==> src/rtl/debug_dump_sequencer.sv <==
// Debug dump sequencer: decodes UART commands, pulses the pipeline step enable and streams the
// debug words into the TX FIFO LSB first. Define DEBUG_DUMP_HEADER_EN to prefix each frame with A5, NUM_WORDS.
module debug_dump_sequencer #(
  parameter int          NUM_WORDS     = 34,
  parameter int          SETTLE_CYCLES = 2,
  parameter logic [7:0]  STEP_CMD      = 8'h41,
  parameter logic [7:0]  DUMP_CMD      = 8'h44
) (
  input  logic        clk,
  input  logic        rst,
  input  logic [7:0]  rx_data,
  input  logic        rx_data_rdy,
  input  logic        fifo_full,
  input  logic [31:0] word_in,
  output logic [5:0]  word_sel,
  output logic [7:0]  fifo_din,
  output logic        fifo_wr_en,
  output logic        pipe_step,
  output logic        busy,
  output logic        dump_done
);

  typedef enum logic [2:0] {
    IDLE,
    STEP,
    SETTLE,
`ifdef DEBUG_DUMP_HEADER_EN
    HDR,
`endif
    DUMP,
    DONE
  } state_t;

`ifdef DEBUG_DUMP_HEADER_EN
  localparam state_t     FIRST_XFER = HDR;
  localparam logic [7:0] SYNC_BYTE  = 8'hA5;
  localparam logic [7:0] COUNT_BYTE = 8'(NUM_WORDS);
`else
  localparam state_t     FIRST_XFER = DUMP;
`endif
  localparam state_t     AFTER_STEP  = (SETTLE_CYCLES == 0) ? FIRST_XFER : SETTLE;
  localparam logic [3:0] SETTLE_LOAD = 4'((SETTLE_CYCLES > 0) ? SETTLE_CYCLES - 1 : 0);
  localparam logic [5:0] LAST_WORD   = 6'(NUM_WORDS - 1);

  state_t     state;
  logic [3:0] settle_cnt;
  logic [1:0] byte_idx;
`ifdef DEBUG_DUMP_HEADER_EN
  logic       hdr_idx;
`endif

  function automatic logic [7:0] byte_of(input logic [31:0] word, input logic [1:0] idx);
    case (idx)
      2'd0:    byte_of = word[7:0];
      2'd1:    byte_of = word[15:8];
      2'd2:    byte_of = word[23:16];
      default: byte_of = word[31:24];
    endcase
  endfunction

  // Write strobe follows the full flag directly so a byte is never pushed into a full FIFO.
  always_comb begin
    fifo_wr_en = 1'b0;
    fifo_din   = 8'h00;
    case (state)
`ifdef DEBUG_DUMP_HEADER_EN
      HDR: begin
        fifo_wr_en = !fifo_full;
        fifo_din   = hdr_idx ? COUNT_BYTE : SYNC_BYTE;
      end
`endif
      DUMP: begin
        fifo_wr_en = !fifo_full;
        fifo_din   = byte_of(word_in, byte_idx);
      end
      default: ;
    endcase
  end

  always_ff @(posedge clk) begin
    if (rst) begin
      state      <= IDLE;
      word_sel   <= 6'd0;
      byte_idx   <= 2'd0;
      settle_cnt <= 4'd0;
      pipe_step  <= 1'b0;
      busy       <= 1'b0;
      dump_done  <= 1'b0;
`ifdef DEBUG_DUMP_HEADER_EN
      hdr_idx    <= 1'b0;
`endif
    end else begin
      pipe_step <= 1'b0;
      dump_done <= 1'b0;
      case (state)
        IDLE: begin
          if (rx_data_rdy && rx_data == STEP_CMD) begin
            state     <= STEP;
            pipe_step <= 1'b1;
            busy      <= 1'b1;
          end else if (rx_data_rdy && rx_data == DUMP_CMD) begin
            state <= FIRST_XFER;
            busy  <= 1'b1;
          end
        end
        STEP: begin
          state      <= AFTER_STEP;
          settle_cnt <= SETTLE_LOAD;
        end
        SETTLE: begin
          if (settle_cnt == 4'd0) state <= FIRST_XFER;
          else                    settle_cnt <= settle_cnt - 4'd1;
        end
`ifdef DEBUG_DUMP_HEADER_EN
        HDR: begin
          if (!fifo_full) begin
            hdr_idx <= ~hdr_idx;
            if (hdr_idx) state <= DUMP;
          end
        end
`endif
        // Index advances only on an accepted byte, so backpressure simply freezes w and b.
        DUMP: begin
          if (!fifo_full) begin
            byte_idx <= byte_idx + 2'd1;
            if (byte_idx == 2'd3) begin
              if (word_sel == LAST_WORD) begin
                state     <= DONE;
                dump_done <= 1'b1;
                word_sel  <= 6'd0;
              end else begin
                word_sel <= word_sel + 6'd1;
              end
            end
          end
        end
        DONE: begin
          state <= IDLE;
          busy  <= 1'b0;
        end
        default: state <= IDLE;
      endcase
    end
  end

endmodule

==> config.mk <==
export PLATFORM = sky130hd
export DESIGN_NAME = debug_dump_sequencer
export DESIGN_NICKNAME = d
export VERILOG_FILES = /design/src/rtl/debug_dump_sequencer.sv
export SDC_FILE = /design/constraint.sdc
export NUM_CORES = 1
export LEC_CHECK = 0
export CORE_MARGIN = 4
export CORE_UTILIZATION = 30
export CTS_BUF_LIST = sky130_fd_sc_hd__clkbuf_4 sky130_fd_sc_hd__clkbuf_8
export CTS_CLUSTER_SIZE = 30
export DETAILED_ROUTE_END_ITERATION = 7
export PLACE_DENSITY = 0.66
export SLEW_MARGIN = 5
export SYNTH_ARGS = -nofsm -noshare
export SYNTH_HDL_FRONTEND = slang
export SYNTH_SLANG_ARGS = --single-unit
==> constraint.sdc <==
create_clock -name clk -period 1.5 [get_ports clk]
set_input_delay 0.15 -clock clk [delete_from_list [all_inputs] [get_ports clk]]
set_output_delay 0.15 -clock clk [all_outputs]
set_load 0.01 [all_outputs]
==> impl_metrics.toml <==
[global_routing]
gr-usage-met3_pct = 4.12
antenna_found_initial = 0
grt_overflow = 0
grt_pass1_vias = 1298
grt_max_degree = 19
track_usage_pct = 14.0
grt.met1_usage_pct = 17.0
grt_pass1_wl_mm = 5.78
met2_usage_pct = 23.6
grt.busiest_layer = "met2"

[detailed_routing]
drtIter0Drc = 61
vias = 1349
first_pass_iters = 5
drcViolationCount = 0
routed_wl_mm = 3.74
drtAntennaViolNets = 0
vias_per_cell = 5.17
wl_per_cell_um = 14.3

[synth]
seq_area_frac_synth_pct = 30.6
yosys_warnings = 0
yosys.area_share.adder_pct = 8.51
synth-xor-area-share_pct = 6.70
synthTopCellsByArea = "dfxtp_1 31%, nor2_1 9.3%, ha_1 8.5%"
synth_mux_area_share_pct = 0
yosysTopAreaCell = "dfxtp_1"
yosysMostFrequentCell = "nor2_1"
synth_top_family_by_area = "simple AND/OR/NAND/NOR gates"
synth_fp_nets = 194
synth_ff_type = "dfxtp_1"
ys_seq_elements = 18
synthSimpleGateAreaFrac_pct = 31.2
synth.distinct_cells = 40
synth_common_cells = "29 x nor2_1, 18 x dfxtp_1, 10 x a21oi_1"
synth-compound-area-share_pct = 18.6
synth_area_um2 = 1180
synth-edff-count = 0
synth_top_area_share_pct = 30.6
syn_inst = 142
synthArstFlopShare_pct = 0
syn_area_per_cell_um2 = 8.28

[timing]
hold_viol_final = 0
fin_crit_sh_pct = 122
timing.fmax_mhz = 547
slew_violations = 0
final.setup.worst_slack_ns = -0.329
finalClockSkew_ns = 0.00620
relSlewSlack_pct = 71.5
finalSetupViolations = 8
rsz0062_at_grt = "true"
worst_pin_slew_ns = 0.426
period_minus_slack_ns = 1.83
fin_hold_ws_ns = 0.543

[hold_path]
min_from = "word_sel[5]"
min_to = "word_sel[5]"
hp-class = "reg2reg"
holdPathStages = 2

[placement]
place_area_um2 = 1930
gp_congestion = 0.996
io_buffers = 61
dp.cells = 255
dpl.hpwl_mm = 2.87

[setup_path]
crit_cells = 7
cp.arrival_ns = 1.68
r2r_cells = 7
endpoint_kind = "output pin"
rr_startpoint = "byte_idx[0]"
cp.required_ns = 1.35
crit_slowest_cell = "a222oi_1"
cp-start-kind = "register"
r2r-end = "word_sel[5]"
crit_top_cell = "nor2_1"
crit_buf_inv = 2
critPathKind = "reg2out"
crit_chain = "inv_2 > ha_4 > a222oi_1 > nor2_1 > a21oi_1 > nor2_1 > buf_2"
rrSetupSlack_ns = 0.04
slowest_delay_ns = 0.44
cp_max_fo = 8
crit_family = "compound AO/OA/AOI/OAI gates"

[floorplanning]
rows = 22
start_util_pct = 31.6
dieArea_um2 = 4990
io_pins = 62
fp.dieH_um = 70.6
die_x_um = 70.6
core_region_area_um2 = 3720

[final_layout]
layoutNonFillerInstCount = 261
nFillCells = 350
synthToLayoutAreaGrowth_pct = 74.5
drive_gt1_share_pct = 24.4
design_area_um2 = 2050
n_antenna_cell = 0
final_nets = 266

[outcome]
status = "finished, violations left"
violations = "negative setup slack"

[clocking]
root_buffer = "clkbuf_8"
cts_max_path_buffers = 2
htreeDepth = 1
clk_pin_slew_ns = 0.07
numCtsBuffers = 3
clock_latency_ns = 0.25
cts.sinks = 18
ctsHoldBuffers = 0
cts_tree = "built"

[power_and_ir_drop]
leakage_nw = 0.838
p_per_area_nw_per_um2 = 511
p_total_mw = 1.05
max-vdd-ir-drop_uv = 328

[flow_run]
drv_cap = 0
registers in the layout, indices dropped and copies added (netlist names):
| signal | cells |
|---|---|
| pipe_step | 1 |
| state | 3 |
| busy | 1 |
| byte_idx | 2 |
| word_sel | 6 |
| settle_cnt | 4 |
| dump_done | 1 |
kinds of logic (layout without fill, tap and decap cells):
logic type / after synthesis / after routing
and+or+nand+nor: 65 / 65
AOI/OAI and AO/OA: 29 / 29
DFF: 18 / 18
buffers and inverters: 13 / 84
xor gates and xnor gates: 9 / 9
adders and majority gates: 8 / 8
metal layers:
metal  wire, um  vias to the layer above
met1       1540                      612
met3        442                        4
met2       1730                       81
met5          0                        -
li1           -                      652
met4         29                        0
worst max path at each step:
| stage | startpoint | end | slack, ns |
|---|---|---|---|
| finish | byte_idx[0] | fifo_din[0] | -0.33 |
| global placement | byte_idx[0] | fifo_din[0] | -0.47 |
| floorplan | byte_idx[0] | fifo_din[6] | 0.03 |
| CTS | byte_idx[0] | fifo_din[3] | -0.33 |
| global route | byte_idx[0] | fifo_din[0] | -0.43 |
| detailed placement | byte_idx[0] | fifo_din[0] | -0.51 |
power breakdown:
part	internal, mW	switching, mW	total, mW
registers	0.477	0.000949	0.478
logic	0.123	0.0539	0.177
clock network	0.233	0.162	0.395
total	0.833	0.217	1.05
cell type report:
type                    instances  area (um2)  area share [%]
multi-input cells             111         836            40.7
clock buffers                   4        55.1            2.68
repair buffers                 74         713            34.8
well taps                      48        60.1            2.93
inverters                       6        22.5            1.10
flip-flops and latches         18         365            17.8
worst min-delay path: cells and delay by family (launching register included):
family / cells / cell delay [ns]
xor+xnor: 1 / 0.08
flops: 1 / 0.36
simple gates: 1 / 0.07
cells in the final DEF, fill, tap and decap left out, drive strengths merged:
cell type and instances:
a211o 2, a211oi 2, a21oi 11, a222oi 8, a311oi 1, a31oi 1, and2 1, and3 1
and3b 1, buf 20, clkbuf 5, clkdlybuf4s50 52, dfxtp 18, dlygate4sd2 1, ha 8, inv 6
nand2 9, nand2b 1, nand3 3, nand3b 3, nand4 1, nor2 29, nor2b 1, nor3 6
nor3b 2, nor4 3, nor4b 1, o21ai 3, o41ai 1, or2 1, or3 1, or3b 1
xnor2 4, xor2 5
stage by stage:
step / setup WS [ns] / utilization [%] / TNS [ns]
floorplan: 0.0282 / - / 0
global placement: -0.472 / 51.8 / -3.96
detailed placement: -0.515 / 51.8 / -4.68
CTS: -0.335 / 53.6 / -2.26
global route: -0.432 / 55.2 / -3.03
finish: -0.329 / 55.2 / -1.99
timing repair:
item / CTS / global route
cloned: 0 / 1
setup buffers: 1 / 0
pin swaps: 17 / 19
gates resized for setup: 47 / 8
setup endpoints to repair: 17 / 21
(Power assumes the default switching activity.)
